File: config.mk
export PLATFORM = sky130hd
export DESIGN_NAME = psg_attr_arb
export DESIGN_NICKNAME = d
export VERILOG_FILES = /design/src/rtl/audio_pkg.sv /design/src/rtl/attr_fifo.sv /design/src/rtl/psg_attr_arb.sv
export SDC_FILE = /design/constraint.sdc
export NUM_CORES = 1
export LEC_CHECK = 0
export BUFFER_PORTS_ARGS = -buffer_cell sky130_fd_sc_hd__clkbuf_2
export CAP_MARGIN = 30
export CORE_MARGIN = 4
export CORE_UTILIZATION = 30
export CTS_CLUSTER_DIAMETER = 60
export CTS_CLUSTER_SIZE = 14
export DETAILED_ROUTE_END_ITERATION = 10
export PLACE_DENSITY = 0.5
export RECOVER_POWER = 50
export SETUP_SLACK_MARGIN = 0.5
export SLEW_MARGIN = 40
export SYNTH_ARGS = -nofsm -noshare
export SYNTH_HDL_FRONTEND = slang
export SYNTH_SLANG_ARGS = --single-unit
File: constraint.sdc
create_clock -name clk -period 2.3 [get_ports clk]
set_clock_uncertainty 0.05 [all_clocks]
set_input_delay 0.46 -clock clk [delete_from_list [all_inputs] [get_ports clk]]
set_output_delay 0.46 -clock clk [all_outputs]
set_load 0.02 [all_outputs]
File: src/rtl/audio_pkg.sv
// Shared types for the PSG attribute write path: address/data widths,
// the arbiter state encoding and the {addr,data} write record.
package audio_pkg;

   localparam int ATTR_ADDR_W = 6;
   localparam int ATTR_DATA_W = 8;

   typedef enum logic [1:0] {
      ARB_IDLE,
      ARB_SYNC_WAIT,
      ARB_BATCH
   } arb_state_t;

   typedef struct packed {
      logic [ATTR_ADDR_W-1:0] addr;
      logic [ATTR_DATA_W-1:0] data;
   } attr_wr_t;

endpackage

File: src/rtl/attr_fifo.sv
// Synchronous FIFO of attribute writes; a push while full is accepted
// only when a pop frees the slot in the same cycle.
module attr_fifo
   import audio_pkg::*;
#(
   parameter int DEPTH = 4
) (
   input  logic     clk,
   input  logic     rst,
   input  logic     push,
   input  attr_wr_t wdata,
   input  logic     pop,
   output attr_wr_t rdata,
   output logic     full,
   output logic     empty
);

   localparam int AW = $clog2(DEPTH);

   attr_wr_t       mem [DEPTH];
   logic [AW-1:0]  wr_ptr;
   logic [AW-1:0]  rd_ptr;
   logic [AW:0]    count;
   logic           do_push;
   logic           do_pop;

   assign empty   = (count == '0);
   assign full    = (count == (AW+1)'(DEPTH));
   assign do_pop  = pop & ~empty;
   assign do_push = push & (~full | do_pop);
   assign rdata   = mem[rd_ptr];

   always_ff @(posedge clk or negedge rst) begin
      if (!rst) begin
         wr_ptr <= '0;
         rd_ptr <= '0;
         count  <= '0;
      end else begin
         if (do_push) wr_ptr <= wr_ptr + 1'b1;
         if (do_pop)  rd_ptr <= rd_ptr + 1'b1;
         case ({do_push, do_pop})
            2'b10:   count <= count + 1'b1;
            2'b01:   count <= count - 1'b1;
            default: count <= count;
         endcase
      end
   end

   always_ff @(posedge clk) begin
      if (do_push) mem[wr_ptr] <= wdata;
   end

endmodule

File: src/rtl/psg_attr_arb.sv
// Shares the PSG attribute write port between buffered host writes and
// atomic sequencer batches, optionally aligned to the next sample.
module psg_attr_arb
   import audio_pkg::*;
#(
   parameter int HOST_DEPTH     = 4,
   parameter int HOST_BURST_MAX = 4
) (
   input  logic                   clk,
   input  logic                   rst,
   input  logic [ATTR_ADDR_W-1:0] host_addr,
   input  logic [ATTR_DATA_W-1:0] host_wrdata,
   input  logic                   host_write,
   output logic                   host_ovf,
   input  logic                   seq_valid,
   input  logic [ATTR_ADDR_W-1:0] seq_addr,
   input  logic [ATTR_DATA_W-1:0] seq_wrdata,
   input  logic                   seq_last,
   input  logic                   seq_sync,
   output logic                   seq_ready,
   input  logic                   next_sample,
   output logic [ATTR_ADDR_W-1:0] attr_addr,
   output logic [ATTR_DATA_W-1:0] attr_wrdata,
   output logic                   attr_write,
   output logic                   batch_active
);

   localparam int SW = $clog2(HOST_BURST_MAX + 1);
   localparam logic [SW-1:0] STARVE_MAX = SW'(HOST_BURST_MAX);

   arb_state_t     state;
   arb_state_t     state_nxt;
   logic [SW-1:0]  starve_cnt;
   attr_wr_t       head;
   logic           fifo_full;
   logic           fifo_empty;
   logic           fifo_push;
   logic           seq_turn;
   logic           ready_raw;
   logic           seq_grant;
   logic           host_grant;
   logic           drop;

   assign seq_turn  = fifo_empty | (starve_cnt == STARVE_MAX);
   assign ready_raw = (state == ARB_BATCH) |
                      ((state == ARB_IDLE) & ~seq_sync & seq_turn);
   // Gated by reset so the port reads not-ready while held in reset.
   assign seq_ready  = rst & ready_raw;
   assign seq_grant  = seq_valid & seq_ready;
   assign host_grant = ~fifo_empty & ~seq_grant & (state != ARB_BATCH);

   assign fifo_push = host_write & (~fifo_full | host_grant);
   assign drop      = host_write & fifo_full & ~host_grant;

   assign batch_active = (state != ARB_IDLE);

   attr_fifo #(
      .DEPTH (HOST_DEPTH)
   ) u_fifo (
      .clk   (clk),
      .rst   (rst),
      .push  (fifo_push),
      .wdata ({host_addr, host_wrdata}),
      .pop   (host_grant),
      .rdata (head),
      .full  (fifo_full),
      .empty (fifo_empty)
   );

   always_ff @(posedge clk or negedge rst) begin
      if (!rst) state <= ARB_IDLE;
      else      state <= state_nxt;
   end

   always_comb begin
      state_nxt = state;
      case (state)
         ARB_IDLE: begin
            if (seq_valid & seq_sync)
               state_nxt = ARB_SYNC_WAIT;
            else if (seq_grant & ~seq_last)
               state_nxt = ARB_BATCH;
         end
         ARB_SYNC_WAIT: begin
            if (next_sample) state_nxt = ARB_BATCH;
         end
         ARB_BATCH: begin
            if (seq_grant & seq_last) state_nxt = ARB_IDLE;
         end
         default: state_nxt = ARB_IDLE;
      endcase
   end

   always_ff @(posedge clk or negedge rst) begin
      if (!rst) begin
         starve_cnt <= '0;
      end else if (seq_grant | ~seq_valid) begin
         starve_cnt <= '0;
      end else if ((state == ARB_IDLE) & host_grant &
                   (starve_cnt != STARVE_MAX)) begin
         starve_cnt <= starve_cnt + 1'b1;
      end
   end

   always_ff @(posedge clk or negedge rst) begin
      if (!rst) begin
         attr_addr   <= '0;
         attr_wrdata <= '0;
         attr_write  <= 1'b0;
         host_ovf    <= 1'b0;
      end else begin
         attr_write <= seq_grant | host_grant;
         host_ovf   <= drop;
         if (seq_grant) begin
            attr_addr   <= seq_addr;
            attr_wrdata <= seq_wrdata;
         end else if (host_grant) begin
            attr_addr   <= head.addr;
            attr_wrdata <= head.data;
         end
      end
   end

endmodule

# Word-level counts from Yosys, hierarchy flattened
# Memory sizes are Yosys's and may differ from the RTL's.
# Index checks and enable logic that the tools add are counted.
word_totals:
  memories: 1
  in_bits: 35
  rom_bits: 0
  out_inout_bits: 18
  latch_bits: 0
  elab_cells: 76
  mem_bits_rw: 56
  reg_bits: 28
memory_table:
  columns: ["memory", "words", "word_bits", "read_ports", "rd_ports_with_merged_regs", "wr", "line_no", "rtl"]
  rows:
  - ["u_fifo.mem", 4, 14, 1, 0, 1, "attr_fifo.sv:20", "attr_wr_t mem [DEPTH];"]
classes:
  div: 0
  addsub: 5
  n_lt_le_gt_ge: 0
  muxes: 14
  reduce_logical: 7
  n_bitwise: 29
  mul: 0
  n_shift: 0
  eq_ne: 11
ops:
  columns: ["cell", "count"]
  rows:
  - ["$and 1x1->1", 16]
  - ["$mux 8", 2]
  - ["$mux 6", 2]
  - ["$mux 2", 4]
  - ["$reduce_bool 2->1", 4]
  - ["$not 1->1", 7]
  - ["$add 3x1->3 const B", 2]
  - ["$eq 3x3->1 const B", 2]
  - ["$mux 3", 2]
  - ["$or 1x1->1", 6]
  - ["$pmux 2 s3", 1]
  - ["$pmux 3 s2", 1]
  - ["$add 2x1->2 const B", 2]
  - ["$eq 2x1->1 const B", 2]
  - ["$eq 2x2->1 const B", 2]
  - ["$ne 2x2->1 const B", 2]
  - ["$logic_not 3->1", 1]
  - ["$ne 3x1->1 const B", 1]
  - ["$ne 3x3->1 const B", 1]
  - ["$reduce_and 3->1", 1]
  - ["$sub 3x1->3 const B", 1]
  - ["$logic_not 2->1", 1]
  - ["$mux 1", 2]
  - ["$ne 2x1->1 const B", 1]

# Logic depth before layout (Yosys ltp)
# Gate-level depths: netlist of the first run.
logic_depth:
  word_depth: 14
  ltp_mapped: 12
  ltp_nobuf: 12

# Cells and area by module
# Synthesis of the first run repeated with hierarchy kept, for this count alone.
unflattened:
  cells_unflattened: 235
  area_unflattened_um2: 3634.7
modules_own_cells:
  columns: ["mod", "cells_each", "instances", "area_per_inst_um2"]
  rows:
  - ["attr_fifo", 125, 1, 2531.2]
  - ["psg_attr_arb", 110, 1, 1103.6]

# Least setup slack after synthesis of the first run
# Ideal clock, no wire load.
synth_path:
  path_type: "register to register"
  start: "register starve_cnt[0]"
  end: "register u_fifo.count[2]"
  setup_ns: 0.125
  t_required_ns: 2.125
  path_stages_with_launch: 13
  period_less_slack_ns: 2.386
  setup_slack_ns: -0.086
  n_path_buf: 0
  arrival_ns: 2.211
  cell_sequence: "dfrtp_1 -> inv_1 -> ha_1 -> and3b_1 -> o211a_1 -> o21ai_0 -> nand2_1 -> ha_1 -> inv_1 -> fa_1 -> xor2_1 -> nor2_1 -> xor2_1"
synth_between:
  elab_chain_len: 14
  word_cells_on_any_way: 18
  cone_classes: "eq/ne: 3; mux: 1; bitwise: 13; reduce/logical: 1"
synth_rtl:
  columns: ["element", "line_no", "rtl"]
  rows:
  - ["from (decl)", "psg_attr_arb.sv:33", "logic [SW-1:0] starve_cnt;"]
  - ["from (signal assigned)", "psg_attr_arb.sv:101", "starve_cnt <= starve_cnt + 1'b1;"]
  - ["$eq 3x3->1 (*)", "psg_attr_arb.sv:44", "assign seq_turn = fifo_empty | (starve_cnt == STARVE_MAX);"]
  - ["$or 1x1->1 (*)", "psg_attr_arb.sv:44", null]
  - ["$and 1x1->1 (*)", "psg_attr_arb.sv:46", "((state == ARB_IDLE) & ~seq_sync & seq_turn);"]
  - ["$or 1x1->1 (*)", "psg_attr_arb.sv:45", "assign ready_raw = (state == ARB_BATCH) |"]
  - ["$and 1x1->1 (*)", "psg_attr_arb.sv:48", "assign seq_ready = rst & ready_raw;"]
  - ["$and 1x1->1 (*)", "psg_attr_arb.sv:49", "assign seq_grant = seq_valid & seq_ready;"]
  - ["$not 1->1 (*)", "psg_attr_arb.sv:50", "assign host_grant = ~fifo_empty & ~seq_grant & (state != ARB_BATCH);"]
  - ["$and 1x1->1 (*) (2 in a row)", "psg_attr_arb.sv:50", null]
  - ["$or 1x1->1 / $and 1x1->1 (equally long branches)", "psg_attr_arb.sv:52, attr_fifo.sv:29", null]
  - ["$and 1x1->1 / $or 1x1->1 (equally long branches)", "psg_attr_arb.sv:52, attr_fifo.sv:30", null]
  - ["$and 1x1->1", "attr_fifo.sv:30", "assign do_push = push & (~full | do_pop);"]
  - ["$eq 2x1->1 / $eq 2x2->1 (equally long branches)", "attr_fifo.sv:41", "case ({do_push, do_pop})"]
  - ["$pmux 3 s2 / $reduce_bool 2->1 (equally long branches)", null, null]
  - ["to (signal assigned)", "attr_fifo.sv:42", "2'b10: count <= count + 1'b1;"]
  - ["to (signal assigned)", "attr_fifo.sv:43", "2'b01: count <= count - 1'b1;"]
  - ["to (signal assigned)", "attr_fifo.sv:44", "default: count <= count;"]
  - ["to (decl)", "attr_fifo.sv:23", "logic [AW:0] count;"]
# Every way passes the cells marked *; elsewhere a longest branch is shown, timed or not.
# A chain may end at the register's enable or synchronous reset.

# Worst setup path in the final report of the first run
layout_path:
  start: "register u_fifo.count[1]"
  end: "register u_fifo.count[2]"
layout_between:
  elab_chain_len: 14
  word_cells_on_any_way: 23
  cone_classes: "add/sub: 2; eq/ne: 3; mux: 1; bitwise: 15; reduce/logical: 2"
layout_rtl:
  columns: ["element", "line_no", "rtl"]
  rows:
  - ["$logic_not 3->1", "attr_fifo.sv:27", "assign empty = (count == '0);"]
  - ["$or 1x1->1", "psg_attr_arb.sv:44", null]
  - ["$and 1x1->1", "psg_attr_arb.sv:46", null]
  - ["$or 1x1->1", "psg_attr_arb.sv:45", null]
  - ["$and 1x1->1", "psg_attr_arb.sv:48", null]
  - ["$and 1x1->1", "psg_attr_arb.sv:49", null]
  - ["$not 1->1", "psg_attr_arb.sv:50", null]
  - ["$and 1x1->1 (2 in a row)", "psg_attr_arb.sv:50", null]
  - ["$or 1x1->1 / $and 1x1->1 (equally long branches)", "psg_attr_arb.sv:52, attr_fifo.sv:29", null]
  - ["$and 1x1->1 / $or 1x1->1 (equally long branches)", "psg_attr_arb.sv:52, attr_fifo.sv:30", null]
  - ["$and 1x1->1", "attr_fifo.sv:30", null]
  - ["$eq 2x1->1 / $eq 2x2->1 (equally long branches)", "attr_fifo.sv:41", null]
  - ["$pmux 3 s2 / $reduce_bool 2->1 (equally long branches)", null, null]
# Several ways; a longest one is shown, not always the timed one.

==> results by group, run 1 <==
Outcome
  – Status: finished clean

Final layout
  – Footprint of the multi-input gates: around 1200 um^2
  – # nets final: 356
  – FF/Latch Area: between 2000 and 2500 um^2
  – Post-layout util: 39.9%
  – Final Instance Area: 4620 um^2
  – Diode count: 0
  – Layout cells sized above 1: 34.9%
  – Syn-to-layout area delta: 28.4%
  – Fillers: 1057
  – Finished Layout Cells: 461

Logic synthesis
  – #FFs+latches synth: 84
  – Seq/Total Area, Yosys: 66.2%
  – Primary FF master, synth: edfxtp_1
  – Synth top cells by count: 56 x edfxtp_1, 28 x dfrtp_1, 18 x nand2_1
  – Synth top area share: 46.7%
  – Synthesized instance count: 227
  – Synth async-reset ratio: 33.3%
  – Dominant cell type by area after synthesis: edfxtp_1
  – Unique masters post-synth: 43
  – Count leader, synth: edfxtp_1
  – Syn Std Cell Area: around 3600 um^2
  – Syn Nets: 270
  – Top post-synthesis cells by area: edfxtp_1 47%, dfrtp_1 19%, mux4_2 8.8%, mux2i_1 4.5%, ha_1 2.4%
  – EDFF count, synth: 56
  – Synthesized area per cell: around 16 um^2
  – Synth warn: 0

Floorplanning
  – DIE AREA: 13800 um^2
  – # rows: 39
  – Boundary pin count: 53
  – Die Y: about 120 um
  – Core area: 11600 um^2
  – Initial Util: a little under a third
  – Die X: 118 um

Detailed routing
  – DRC viols: 0
  – First drt pass iteration count: 4
  – Total wire length: 7550 um
  – DRT antenna net count: 0
  – Wire per inst: 16.4 um
  – Drt initial violations: 111
  – Vias per inst: 4.71
  – Total number of vias: 2173

Critical path
  – Critical Path RT: 2.51 ns
  – Crit path to: u_fifo.count[2]
  – Worst Setup SP: u_fifo.count[1]
  – Worst EP arrival: 2.36 ns
  – R2r setup slk: 0.14 ns
  – Most used cell, CP: xor2_1
  – Reg2reg start: u_fifo.count[1]
  – Setup crit end kind: flop
  – Slowest-stage cell, CP: dfrtp_2
  – Delay-heaviest family, CP: simple AND/OR/NAND/NOR gates
  – Cells along the critical path: nor4_4 > o211a_1 > o21ai_2 > nand2_2 > ha_4 > inv_2 > fa_2 > xor2_1 > nor2_1 > xor2_1
  – CP Depth: 10
  – Setup crit start kind: flop
  – R2R Path End: u_fifo.count[2]
  – Crit path kind: reg2reg
  – Crit-path max cell delay: between 0.4 and 0.5 ns
  – Crit path buffers/inverters: 1
  – Reg2Reg Depth: 10
  – Max Fanout on Critical Path: 4

Timing
  – Post-route clock period utilization: a little over nine tenths
  – Max Freq: 464 MHz
  – Period minus WS final: 2.16 ns
  – Final hold viol count: 0
  – Relative slew slack: 54.0%
  – Worst hold margin: 0.164 ns
  – Max-slew violations: 0
  – Least-Margin Pin Slew: just under 0.7 ns
  – RSZ-0062 raised after global routing: yes
  – Endpoints failing setup: 0

Clocking
  – Clk Latency, worst-skew pair: approximately 0.33 ns
  – Root buffer cell: clkbuf_16
  – Hold Buf Count CTS: 0
  – Num CTS Buffers: 9
  – Clock transition at path regs: 0.06 ns
  – H-tree depth: 3
  – Clock Sinks: 84
  – Clock buffer depth: 2
  – CTS tree: done

Global routing
  – Pin count of the biggest net entering global routing: 19
  – Overflow after GRT: 0
  – Initial antenna violation count: 0
  – GRT Resource Usage Total: 11.5%
  – First-pass GRT wire length: 12200 um
  – Vias in the first global route: 2312

Power
  – P_leak: 1.78 nW
  – Power per standard cell area: 1320 nW/um^2
  – VDD IR-drop max: 0.409 mV
  – Tot Pwr: 6.08 mW

Placement
  – Placed Cells: 433
  – Placed Area: roughly 4200 um^2
  – Gpl congestion: 0.699
  – Buffers on Ports: 52
  – Post-DP HPWL: 5120 um

Worst hold path
  – Hold WC Path Type: in2async

Run
  – Max-cap viol count: 0
## cell usage in the layout (no fill, tap or decap), types with 8 or more instances in the layout
| cell type | count |
|---|---|
| buf_4 | 23 |
| clkbuf_1 | 28 |
| clkbuf_16 | 9 |
| clkbuf_2 | 28 |
| dfrtp_1 | 25 |
| edfxtp_1 | 56 |
| inv_1 | 8 |
| mux2i_1 | 16 |
| mux4_2 | 14 |
| nand2_1 | 17 |
| nor2_1 | 8 |
| o21ai_0 | 11 |
## sequential cells by signal, indices dropped and copies added (netlist names)
signal,count
attr_wrdata,8
host_ovf,1
u_fifo.count,3
starve_cnt,3
attr_addr,6
u_fifo.rd_ptr,2
u_fifo.wr_ptr,2
attr_write,1
state,2
u_fifo.mem,56
## stage by stage
stage | setup slack [ns] | TNS [ns]
global route | -0.00440 | -0.00440
finish | 0.143 | 0
detailed placement | -0.0480 | -0.0480
floorplan | 0.0995 | 0
global placement | -0.0133 | -0.0133
CTS | 0.150 | 0
## worst min-delay path by stage
stage	from	end	slack [ns]	cells past startpoint
2_1_floorplan	rst	attr_addr[0]	0.11	0
3_3_place_gp	rst	u_fifo.count[2]	0.43	2
3_5_place_dp	rst	u_fifo.count[2]	0.43	2
4_1_cts	rst	u_fifo.count[2]	0.07	2
5_1_grt	rst	attr_write	0.20	2
6_report	rst	attr_write	0.16	2
## report_power, final
group / total (mW) / switching, mW / internal (mW)
Combinational: 2.44 / 1.25 / 1.19
Sequential: 2.34 / 0.259 / 2.08
Clock: 1.29 / 0.535 / 0.760
## repair_timing
item	CTS	global route
cloned	1	0
resized for setup	6	10
setup endpoints to repair	76	77
setup buffers	7	4
pin swaps	8	3
## logic make-up (layout without fill, tap and decap cells)
group	Yosys count	in the layout	synth area share [%]
flip-flops	84	84	66.2
AND/OR/NAND/NOR	48	48	6.78
AO/OA/AOI/OAI	31	31	6.40
multiplexers	30	30	13.2
buffers and inverters	20	111	2.92
adder cells (fa/ha/maj)	8	8	2.99
XOR/XNOR	6	6	1.46
## cell type report
| type | instances | area share [%] |
|---|---|---|
| Multi-Input combinational cell | 123 | 25.9 |
| Clock buffer | 14 | 5.50 |
| Clock inverter | 2 | 0.271 |
| Sequential cell | 84 | 51.7 |
| Inverter | 11 | 0.894 |
| Tap cell | 143 | 3.87 |
| Timing Repair Buffer | 84 | 11.9 |
## per-layer routing
| metal | wire length (um) | GRT usage (%) |
|---|---|---|
| met1 | 3220 | 13.6 |
| met2 | 3890 | 19.3 |
| met3 | 300 | 3.60 |
| met4 | 130 | 5.05 |
| met5 | 0 | 0 |
(Power assumes the default switching activity.)
==> run 2: changes to the inputs <==
--- a/config.mk
+++ b/config.mk
@@ -5,14 +5,16 @@
 export SDC_FILE = /design/constraint.sdc
 export NUM_CORES = 1
 export LEC_CHECK = 0
-export BUFFER_PORTS_ARGS = -buffer_cell sky130_fd_sc_hd__clkbuf_2
 export CAP_MARGIN = 30
-export CORE_MARGIN = 4
+export CELL_PAD_IN_SITES_DETAIL_PLACEMENT = 0
+export CELL_PAD_IN_SITES_GLOBAL_PLACEMENT = 1
+export CORE_MARGIN = 2
 export CORE_UTILIZATION = 30
 export CTS_CLUSTER_DIAMETER = 60
 export CTS_CLUSTER_SIZE = 14
 export DETAILED_ROUTE_END_ITERATION = 10
-export PLACE_DENSITY = 0.5
+export DONT_BUFFER_PORTS = 1
+export PLACE_DENSITY = 0.53
 export RECOVER_POWER = 50
 export SETUP_SLACK_MARGIN = 0.5
 export SLEW_MARGIN = 40
==> results by group, run 2 (synthesis gave the netlist of run 1 again) <==
Outcome
  – Status: finished clean

Placement
  – Buffers on Ports: 0 (-100%)
  – Dpl ws: 0.0763 ns (+0.124 ns)
  – Post-DP HPWL: 4970 um (-3.0%)
  – Gpl congestion: 0.727 (+4.1%)
  – Placed Cells: 379 (-12%)

Run
  – Max-cap viol count: 0 (unchanged)

Critical path
  – Reg2Reg Depth: 10 (unchanged)
  – R2r setup slk: 0.16 ns (about the same)
  – Critical Path RT: 2.52 ns (about the same)
  – Setup crit start kind: flop
  – Worst EP arrival: 2.36 ns (about the same)
  – Crit path kind: reg2reg
  – Reg2reg start: u_fifo.count[1]
  – Crit path to: u_fifo.count[2]
  – Setup crit end kind: flop
  – R2R Path End: u_fifo.count[2]
  – Worst Setup SP: u_fifo.count[1]
  – Max Fanout on Critical Path: 3 (-1)

Timing
  – Period minus WS final: 2.14 ns (-0.0133 ns)
  – RSZ-0062 raised after global routing: yes
  – Least-Margin Pin Slew: 1.34 ns (+0.647 ns)
  – Final hold viol count: 0 (unchanged)
  – Endpoints failing setup: 0 (unchanged)
  – Setup slack after layout: 0.157 ns (+0.0133 ns)
  – Max-slew violations: 0 (unchanged)
  – Relative slew slack: 10.8% (-43 points)
  – Sum Neg Setup Slack: 0 ns (unchanged)
  – Post-route clock period utilization: 93.2% (-0.58 points)
  – Max Freq: 467 MHz (+0.62%)

Power
  – Internal power: 4.18 mW (+3.6%)
  – VDD IR-drop max: 0.398 mV (-2.7%)
  – Switching fraction of total power: 33.1% (-0.56 points)
  – Clock power frac: 22.5% (+1.2 points)
  – NetSw: 2.07 mW (+1.0%)
  – Power per standard cell area: 1370 nW/um^2 (+4.0%)
  – Part of the power in registers: 40.2% (+1.7 points)
  – Comb pwr share: 37.3% (-2.9 points)
  – P_leak: 1.72 nW (-3.6%)

Floorplanning
  – # rows: 39 (unchanged)
  – Boundary pin count: 53 (unchanged)
  – Initial Util: 31.1% (unchanged)
  – Core area: 11600 um^2 (unchanged)
  – Die X: 114 um (-3.4%)
  – DIE AREA: 12900 um^2 (-6.7%)
  – Die Y: 114 um (-3.4%)

Global routing
  – Pin count of the biggest net entering global routing: 33 (+14)
  – Overflow after GRT: 0 (unchanged)
  – Initial antenna violation count: 0 (unchanged)
  – Vias in the first global route: 2147 (-7.1%)
  – GRT Resource Usage Total: 13.1% (+1.6 points)
  – First-pass GRT wire length: 12400 um (+1.2%)

Detailed routing
  – Total wire length: 8030 um (+6.4%)
  – DRC viols: 0 (unchanged)
  – Vias per inst: 4.95 (+5.1%)
  – Drt initial violations: 115 (+3.6%)
  – DRT antenna net count: 0 (unchanged)
  – First drt pass iteration count: 4 (unchanged)
  – Total number of vias: 2056 (-5.4%)
  – Wire per inst: 19.4 um (+18%)

Final layout
  – Finished Layout Cells: 415 (-10%)
  – Commonest non-fill, non-tap cell in the layout: edfxtp_1
  – Layout cells sized above 1: 31.3% (-3.7 points)
  – Most flops, register: u_fifo.mem
  – Max reg flops: 56 (unchanged)
  – Syn-to-layout area delta: 26.9%
  – Diode count: 0 (unchanged)
  – Fillers: 1064 (+0.66%)
  – Commonest cells after routing, fill and taps aside: 56 x edfxtp_1, 26 x dfrtp_1, 24 x buf_4, 17 x nand2_1, 16 x mux2i_1
  – # nets final: 310 (-13%)
  – Largest registers: u_fifo.mem x56, attr_wrdata x8, attr_addr x6

Worst hold path
  – Hold WC Path Type: in2reg

Clocking
  – Num CTS Buffers: 9 (unchanged)
  – Clock Sinks: 84 (unchanged)
  – Clk Latency, worst-skew pair: 0.34 ns (about the same)
  – Clock transition at path regs: 0.06 ns (about the same)
  – Clock buffer depth: 2 (unchanged)
  – Root buffer cell: clkbuf_16
  – H-tree depth: 3 (unchanged)
  – CTS tree: done
[run 2: changes by cell type in the layout (fill, tap and decap cells not counted), sizes merged]
cell / delta
dlygate4sd3: +1
bufbuf: +4
clkbuf: -55
clkinvlp: -1
dlymetal6s2s: +1
clkinv: +3
bufinv: +1
[run 2: layer usage]
metal / track usage (%) / share of wire [%] / vias to the layer above
met1: 16.7 / 45 / 1056
met2: 20.4 / 49 / 43
met3: 3.77 / 4.3 / 10
met4: 6.83 / 2.2 / 0
li1: - / - / 947
met5: 0 / 0 / -
[run 2: how the worst min path moves through the flow]
| stage | depth (start not counted) | slack [ns] | startpoint | endpoint |
|---|---|---|---|---|
| 6_report | 0 | 0.16 | host_wrdata[2] | u_fifo.mem[1][2] |
| 5_1_grt | 0 | 0.15 | host_wrdata[2] | u_fifo.mem[1][2] |
| 4_1_cts | 0 | -0.26 | rst | attr_write |
| 3_5_place_dp | 0 | 0.12 | rst | attr_addr[4] |
| 3_3_place_gp | 0 | 0.12 | rst | attr_addr[4] |
| 2_1_floorplan | 0 | 0.11 | rst | attr_addr[0] |
[run 2: timing repair]
action                                 4_1_cts  5_1_grt
endpoints found under the hold margin       28       28
cloned                                       4        2
gates resized for setup                      9        9
pin swaps                                    6        5
setup buffers                                5        7
setup endpoints to repair                   76       77
[run 2: final cells by class]
type                       count  area [um^2]  share of cell area (%)
clock buffer                  11          233                    5.10
timing repair buffer          38          458                    10.0
inverter                      11         41.3                   0.905
multi-input combinational    123         1220                    26.6
sequential                    84         2380                    52.2
tap                          143          179                    3.92
clock inverter                 5         52.6                    1.15
[run 2: critical path, stage by stage, from the launching register on]
cell and delay, ns:
dfrtp_2 0.43, nor4_4 0.29, o211a_1 0.23, o21ai_2 0.07, nand2_2 0.09, ha_4 0.13, inv_2 0.03, fa_2 0.32
xor2_1 0.14, nor2_1 0.13, xor2_1 0.16
[run 2: power by group through the flow]
stage | Combinational [mW] | Sequential, mW | Clock (mW)
global placement | 1.98 | 2.55 | 0
detailed placement | 1.99 | 2.55 | 0
finish | 2.33 | 2.51 | 1.41
CTS | 2.26 | 2.53 | 1.45
floorplan | 1.46 | 2.47 | 0
global route | 2.56 | 2.56 | 1.51
[run 2: stage by stage]
stage	power (mW)	area [um^2]	utilization [%]	hold slack, ns
floorplan	3.93	3660	-	0.114
global placement	4.53	3960	34.2	0.115
detailed placement	4.54	3960	34.2	0.115
CTS	6.23	4440	38.4	-0.257
global route	6.63	4560	39.5	0.146
finish	6.24	4560	39.5	0.161
